<file path="src/rtl/timer_pkg.sv">
// ---------------------------------------------------------------------------
// timer_pkg : shared constants and state encoding for the timer_dev block
// Optional feature macro: TIMER_PRESCALE_EN (see timer_dev)
// Revision  : 1.0
// ---------------------------------------------------------------------------
`default_nettype none

package timer_pkg;

   // Register word offsets (bus address bits [3:2])
   localparam logic [1:0] CTRL_OFS   = 2'd0;
   localparam logic [1:0] PRESET_OFS = 2'd1;
   localparam logic [1:0] COUNT_OFS  = 2'd2;

   // CTRL.MODE encodings; any other value behaves as one-shot
   localparam logic [1:0] MODE_ONESHOT = 2'b00;
   localparam logic [1:0] MODE_RELOAD  = 2'b01;

   // CTRL bit positions
   localparam int CTRL_EN_BIT   = 0;
   localparam int CTRL_MODE_LSB = 1;
   localparam int CTRL_MODE_MSB = 2;
   localparam int CTRL_IM_BIT   = 3;
   localparam int CTRL_PS_LSB   = 4;
   localparam int CTRL_PS_MSB   = 6;
   localparam int CTRL_W        = 7;

   typedef enum logic [1:0] {
      IDLE = 2'd0,
      LOAD = 2'd1,
      CNT  = 2'd2,
      INT  = 2'd3
   } state_t;

endpackage

`default_nettype wire

</file>
<file path="src/rtl/timer_prescaler.sv">
// ---------------------------------------------------------------------------
// timer_prescaler : free-running tick generator, one tick every 2^PS cycles.
// Only instantiated when TIMER_PRESCALE_EN is defined.
// Revision        : 1.0
// ---------------------------------------------------------------------------
`default_nettype none

module timer_prescaler
   import timer_pkg::*;
(
   input  logic       clk,
   input  logic       reset,
   input  logic       clr_i,
   input  logic [2:0] ps_i,
   output logic       tick_o
);

   logic [6:0] cnt_q;
   logic [6:0] w_mask;

   // Terminal count is 2^PS - 1; PS = 7 wraps the shift to 0, giving 7'h7F
   assign w_mask = (7'd1 << ps_i) - 7'd1;
   assign tick_o = (cnt_q == w_mask);

   // Count up, restarting after each tick or on an explicit clear
   always_ff @(posedge clk) begin
      if (reset || clr_i) begin
         cnt_q <= '0;
      end else if (tick_o) begin
         cnt_q <= '0;
      end else begin
         cnt_q <= cnt_q + 7'd1;
      end
   end

endmodule

`default_nettype wire

</file>
<file path="src/rtl/timer_dev.sv">
// ---------------------------------------------------------------------------
// timer_dev : bus-attached countdown timer with one-shot and auto-reload
//             modes and a masked interrupt request.
// Optional  : define TIMER_PRESCALE_EN to enable CTRL.PS and the prescaler.
// Revision  : 1.0
// ---------------------------------------------------------------------------
`default_nettype none

module timer_dev
   import timer_pkg::*;
#(
   parameter int WIDTH = 32
)
(
   input  logic             clk,
   input  logic             reset,
   input  logic [1:0]       addr,
   input  logic             we,
   input  logic [WIDTH-1:0] wdata,
   output logic [WIDTH-1:0] rdata,
   output logic             irq
);

`ifdef TIMER_PRESCALE_EN
   localparam logic [CTRL_W-1:0] CTRL_WMASK = 7'h7F;
`else
   localparam logic [CTRL_W-1:0] CTRL_WMASK = 7'h0F;
`endif
   localparam logic [WIDTH-1:0] ONE = {{(WIDTH-1){1'b0}}, 1'b1};

   state_t              state_q;
   logic [CTRL_W-1:0]   ctrl_q;
   logic [WIDTH-1:0]    preset_q;
   logic [WIDTH-1:0]    count_q;
   logic                irq_flag_q;

   logic                w_ctrl_wr;
   logic                w_en;
   logic                w_tick;

   assign w_ctrl_wr = we && (addr == CTRL_OFS);
   // A same-cycle CTRL write overrides EN so disabling takes effect at once
   assign w_en      = w_ctrl_wr ? wdata[CTRL_EN_BIT] : ctrl_q[CTRL_EN_BIT];
   assign irq       = ctrl_q[CTRL_IM_BIT] & irq_flag_q;

`ifdef TIMER_PRESCALE_EN
   logic w_ps_clr;
   assign w_ps_clr = (state_q == LOAD) || w_ctrl_wr;

   timer_prescaler u_prescaler (
      .clk    (clk),
      .reset  (reset),
      .clr_i  (w_ps_clr),
      .ps_i   (ctrl_q[CTRL_PS_MSB:CTRL_PS_LSB]),
      .tick_o (w_tick)
   );
`else
   assign w_tick = 1'b1;
`endif

   // Combinational register read mux, no wait states
   always_comb begin
      rdata = '0;
      case (addr)
         CTRL_OFS:   rdata = {{(WIDTH-CTRL_W){1'b0}}, ctrl_q};
         PRESET_OFS: rdata = preset_q;
         COUNT_OFS:  rdata = count_q;
         default:    rdata = '0;
      endcase
   end

   // Countdown FSM with bus register writes; a CTRL write is applied last
   // so it overrides any FSM update of EN or irq_flag in the same cycle
   always_ff @(posedge clk) begin
      if (reset) begin
         state_q    <= IDLE;
         ctrl_q     <= '0;
         preset_q   <= '0;
         count_q    <= '0;
         irq_flag_q <= 1'b0;
      end else begin
         if (we && (addr == PRESET_OFS)) begin
            preset_q <= wdata;
         end

         case (state_q)
            IDLE: begin
               if (ctrl_q[CTRL_EN_BIT]) begin
                  state_q <= LOAD;
               end
            end
            LOAD: begin
               count_q    <= preset_q;
               // Ends the one-cycle reload pulse raised on leaving INT
               irq_flag_q <= 1'b0;
               state_q    <= CNT;
            end
            CNT: begin
               if (!w_en) begin
                  state_q <= IDLE;
               end else if (w_tick) begin
                  if (count_q == '0) begin
                     state_q <= INT;
                  end else begin
                     count_q <= count_q - ONE;
                  end
               end
            end
            INT: begin
               // The flag is registered out of INT, so it is seen one edge
               // after the zero count is detected
               irq_flag_q <= 1'b1;
               if (ctrl_q[CTRL_MODE_MSB:CTRL_MODE_LSB] == MODE_RELOAD) begin
                  state_q <= LOAD;
               end else begin
                  ctrl_q[CTRL_EN_BIT] <= 1'b0;
                  state_q             <= IDLE;
               end
            end
            default: state_q <= IDLE;
         endcase

         if (w_ctrl_wr) begin
            ctrl_q     <= wdata[CTRL_W-1:0] & CTRL_WMASK;
            irq_flag_q <= 1'b0;
         end
      end
   end

endmodule

`default_nettype wire

</file>
<file path="config.mk">
export PLATFORM = sky130hd
export DESIGN_NAME = timer_dev
export DESIGN_NICKNAME = d
export VERILOG_FILES = /design/src/rtl/timer_pkg.sv /design/src/rtl/timer_prescaler.sv /design/src/rtl/timer_dev.sv
export SDC_FILE = /design/constraint.sdc
export NUM_CORES = 1
export LEC_CHECK = 0
export CAP_MARGIN = 15
export CELL_PAD_IN_SITES_DETAIL_PLACEMENT = 1
export CELL_PAD_IN_SITES_GLOBAL_PLACEMENT = 2
export CORE_MARGIN = 2
export CORE_UTILIZATION = 28
export DETAILED_ROUTE_END_ITERATION = 10
export PLACE_DENSITY = 0.8
export SETUP_SLACK_MARGIN = 0.15
export SLEW_MARGIN = 0
export SYNTH_ARGS = -nofsm -noshare
export SYNTH_HDL_FRONTEND = slang
export SYNTH_SLANG_ARGS = --single-unit
</file>
<file path="constraint.sdc">
create_clock -name clk -period 2.3 [get_ports clk]
set_input_delay 0.46 -clock clk [delete_from_list [all_inputs] [get_ports clk]]
set_output_delay 0.46 -clock clk [all_outputs]
set_load 0.005 [all_outputs]
</file>
==> impl_results.html <==
<table>
<tr><th>Metric</th><th>Value</th></tr>
<tr><th colspan="2">Pwr</th></tr>
<tr><td>Power after layout</td><td>3.66 mW</td></tr>
<tr><td>Static leakage power</td><td>2.66 nW</td></tr>
<tr><td>Worst supply voltage drop on vdd</td><td>0.368 mV</td></tr>
<tr><td>Ratio of total power to cell area</td><td>575 nW/µm²</td></tr>
<tr><th colspan="2">Drt</th></tr>
<tr><td>Remaining routing DRC violations</td><td>0</td></tr>
<tr><td>Routed via count</td><td>4675</td></tr>
<tr><td>Residual antenna-violating net count after detailed routing</td><td>0</td></tr>
<tr><td>Number of vias per cell after detailed routing</td><td>5.64</td></tr>
<tr><td>DRT Pass-1 Iters</td><td>4</td></tr>
<tr><td>Sum of routed wire length over all layers</td><td>16800 µm</td></tr>
<tr><td>Drt wl/cell</td><td>20.3 µm</td></tr>
<tr><td>First-iteration detailed-routing DRC count</td><td>236</td></tr>
<tr><th colspan="2">Logic synthesis</th></tr>
<tr><td>Share of the synthesized area in the top cell type</td><td>34.2%</td></tr>
<tr><td>Ys Warns</td><td>0</td></tr>
<tr><td>Top flip-flop cell by instance count after synthesis</td><td>dfxtp_1</td></tr>
<tr><td>Post-Synthesis Mean Instance Area</td><td>7.84 µm²</td></tr>
<tr><td>Cell type contributing the most total cell area after synthesis</td><td>dfxtp_1</td></tr>
<tr><td>Synthesized instance count</td><td>530</td></tr>
<tr><td>Post-synth cell types</td><td>61</td></tr>
<tr><td>Cell area after technology mapping</td><td>4160 µm²</td></tr>
<tr><td>Post-synthesis async set-or-reset flop share</td><td>0%</td></tr>
<tr><td>Total nets after synthesis</td><td>568</td></tr>
<tr><td>Sequential area share after synthesis</td><td>34.2%</td></tr>
<tr><td>Dominant cells by area after synthesis</td><td>dfxtp_1 34%, nand2_1 8.4%, a21oi_1 7.0%</td></tr>
<tr><td>Number of flip-flops and latches in the synthesized netlist</td><td>71</td></tr>
<tr><td>Number of flops mapped to enable cells by yosys</td><td>0</td></tr>
<tr><th colspan="2">Cells and area</th></tr>
<tr><td>Final standard cell utilization of the core</td><td>43.8%</td></tr>
<tr><td>Ratio of cells with drive above 1 in the final layout</td><td>25.3%</td></tr>
<tr><td>Leading cell type in the layout, fill and taps excluded</td><td>nand2_1</td></tr>
<tr><td>Post-layout net count</td><td>678</td></tr>
<tr><td>Number of antenna cells inserted</td><td>0</td></tr>
<tr><td>Number of non-filler instances in the completed layout</td><td>829</td></tr>
<tr><td>Area Growth Syn to Fin</td><td>53.3%</td></tr>
<tr><td>Sequential Area</td><td>1420 µm²</td></tr>
<tr><td>Area of the multi-input gates</td><td>2790 µm²</td></tr>
<tr><td>Filler Cells Inserted</td><td>1718</td></tr>
<tr><td>Highest-count cells in the layout ignoring fill and taps</td><td>92 x nand2_1, 69 x dfxtp_1, 58 x buf_4</td></tr>
<tr><th colspan="2">Clock tree</th></tr>
<tr><td>Sink count of the clock tree</td><td>71</td></tr>
<tr><td>Number of H-tree levels</td><td>3</td></tr>
<tr><td>Number of buffers inserted during clock tree synthesis</td><td>9</td></tr>
<tr><td>Clock tree from TritonCTS</td><td>done</td></tr>
<tr><td>Root buffer cell</td><td>clkbuf_16</td></tr>
<tr><td>Buffer depth of the longest clock path</td><td>2</td></tr>
<tr><td>CTS Hold Bufs</td><td>0</td></tr>
<tr><td>Clock-pin slew on the worst setup and hold paths</td><td>60 ps</td></tr>
<tr><td>Clock latency of the later-clocked register in the worst-skew pair</td><td>350 ps</td></tr>
<tr><th colspan="2">Timing</th></tr>
<tr><td>Max-slew violation count</td><td>0</td></tr>
<tr><td>Clock period minus final worst setup slack</td><td>2270 ps</td></tr>
<tr><td>Number of failing setup endpoints in the final timing report</td><td>0</td></tr>
<tr><td>Slew Limit Headroom</td><td>66.5%</td></tr>
<tr><td>Fmax</td><td>440 MHz</td></tr>
<tr><td>Unrepaired setup endpoints after global routing</td><td>true</td></tr>
<tr><td>Worst Clk Skew</td><td>8.35 ps</td></tr>
<tr><td>Final hold vios</td><td>0</td></tr>
<tr><td>Worst-margin pin slew</td><td>503 ps</td></tr>
<tr><td>Post-route clock period utilization</td><td>98.8%</td></tr>
<tr><th colspan="2">Worst setup path</th></tr>
<tr><td>Crit-path max cell delay</td><td>500 ps</td></tr>
<tr><td>Crit path cell chain</td><td>inv_2 &gt; ha_4 &gt; or4b_4 &gt; or4_4 &gt; or3_4 &gt; a21o_1 &gt; o22ai_1</td></tr>
<tr><td>Reg2reg setup slack</td><td>30 ps</td></tr>
<tr><td>CP required</td><td>2570 ps</td></tr>
<tr><td>Family with the most delay on the worst path</td><td>simple AND/OR/NAND/NOR gates</td></tr>
<tr><td>Combined buffer and inverter count along the critical path</td><td>1</td></tr>
<tr><td>CP endpoint kind</td><td>flip-flop</td></tr>
<tr><td>Kind of start point of the critical path</td><td>flip-flop</td></tr>
<tr><td>CP Max Fanout</td><td>4</td></tr>
<tr><td>Critical Setup Path Class</td><td>reg2reg</td></tr>
<tr><td>Cell at the slowest stage of the critical path</td><td>or4_4</td></tr>
<tr><td>Capture point of the worst reg-to-reg path</td><td>count_q[24]$_SDFFE_PP0P_</td></tr>
<tr><td>Arrival time at the worst endpoint</td><td>2540 ps</td></tr>
<tr><td>RR Startpoint</td><td>count_q[1]$_SDFFE_PP0P_</td></tr>
<tr><td>Number of gates on the worst path with buffers counted</td><td>7</td></tr>
<tr><td>Crit. Startpoint</td><td>count_q[1]$_SDFFE_PP0P_</td></tr>
<tr><td>Worst Reg-to-Reg Cells</td><td>7</td></tr>
<tr><th colspan="2">Floorplan</th></tr>
<tr><td>Number of placement rows</td><td>44</td></tr>
<tr><td>Initial cell density of the core</td><td>28.6%</td></tr>
<tr><td>Die Outline Area</td><td>15800 µm²</td></tr>
<tr><td>Chip height</td><td>126 µm</td></tr>
<tr><td>Io pins</td><td>70</td></tr>
<tr><td>Die width</td><td>126 µm</td></tr>
<tr><td>Core Footprint</td><td>14500 µm²</td></tr>
<tr><th colspan="2">Run</th></tr>
<tr><td>Maxcap violations</td><td>0</td></tr>
<tr><th colspan="2">Placed design</th></tr>
<tr><td>Placed cell count</td><td>796</td></tr>
<tr><td>Routability cong.</td><td>0.837</td></tr>
<tr><td>Port buffer count</td><td>69</td></tr>
<tr><td>Hpwl dp</td><td>11100 µm</td></tr>
<tr><th colspan="2">Global route</th></tr>
<tr><td>Gr usage total</td><td>20.7%</td></tr>
<tr><td>Vias in the first global route</td><td>4906</td></tr>
<tr><td>Number of antenna violations at the first check in global routing</td><td>0</td></tr>
<tr><td>First-pass GRT wire length</td><td>26400 µm</td></tr>
<tr><td>Pin count of the biggest net entering global routing</td><td>42</td></tr>
<tr><td>GRT overflow</td><td>0</td></tr>
<tr><th colspan="2">Worst hold path</th></tr>
<tr><td>Hold Path Cell Cnt</td><td>2</td></tr>
<tr><td>Path class of the lowest-slack min-delay path</td><td>reg2reg</td></tr>
<tr><td>Endpoint of the worst hold path</td><td>preset_q[21]$_SDFFE_PP0P_</td></tr>
<tr><td>HP Start</td><td>preset_q[21]$_SDFFE_PP0P_</td></tr>
<tr><th colspan="2">Status</th></tr>
<tr><td>Run status</td><td>finished, final reports clean</td></tr>
</table>
[cells by family (layout without fill, tap and decap cells)]
logic type                 Yosys count  in the layout  synth area share (%)
buffers and inverters               59            174                  7.62
adders and majority gates            1              1                 0.301
muxes                               11             11                  2.68
DFF                                 71             71                  34.2
AOI/OAI and AO/OA                  175            175                  29.7
and+or+nand+nor                    212            212                  25.3
xor gates and xnor gates             1              1                 0.211
[cell usage after synthesis, drive strengths merged, types with 12 or more instances]
library cell and instances:
nor2 34, dfxtp 71, o311ai 17, nor4 13, buf 12, nor3 18, a22o 28, nand3 13
o31ai 18, a21oi 58, clkbuf 40, nand2 94
[per-layer routing]
metal  vias up  share of wire (%)  track usage, %
met5         -                  0               0
met4         0                3.5            7.89
met3        40                4.5            3.91
met2       132                 50            36.7
met1      2303                 42            24.8
li1       2200                  -               -
[state kept, by name, summed over array words and instances, names as in the netlist]
name	flops
ctrl_q	4
count_q	32
preset_q	32
state_q	2
irq_flag_q	1
[area by class of cell]
class                           instances  area share, %
Sequential cell                        71           22.3
Inverter                                7          0.452
Clock inverter                          5           2.00
Tap cell                              184           3.61
Multi-Input combinational cell        400           43.8
Timing Repair Buffer                  151           23.8
Clock buffer                           11           3.97
[worst max-delay path by stage]
stage / to / slack, ps
2_1_floorplan: count_q[24]$_SDFFE_PP0P_ / 40
3_3_place_gp: rdata[2] / -320
3_5_place_dp: rdata[0] / -420
4_1_cts: rdata[12] / 30
5_1_grt: count_q[20]$_SDFFE_PP0P_ / -10
6_report: count_q[24]$_SDFFE_PP0P_ / 30
[per-stage QoR]
stage	hold slack [ps]	setup TNS (ps)	area (µm²)	setup slack, ps
floorplan	447	0	4230	41.5
global placement	469	-16890	5430	-322
detailed placement	470	-20630	5430	-424
CTS	478	0	6000	28.0
global route	504	-13.7	6370	-13.7
finish	480	0	6370	27.7
[power breakdown]
part           total [mW]  leakage (nW)  internal, mW  switching [mW]
Sequential           1.28         0.575          1.25          0.0234
Combinational       0.590          1.90         0.277           0.313
Clock                1.79         0.182          1.23           0.566
[repair_timing]
action,4_1_cts,5_1_grt
setup buffers,6,8
pin swaps,9,15
cloned,2,1
setup endpoints to repair,64,47
resized for setup,69,65
[worst reg2reg max path: cells and delay by family, from the launching register on]
kind	cells	cell delay (ps)
DFF	1	320
AOI/OAI and AO/OA	2	340
adders and majority gates	1	130
buffers and inverters	1	60
and+or+nand+nor	3	1340
No activity file was read; power rests on OpenSTA's default activity.
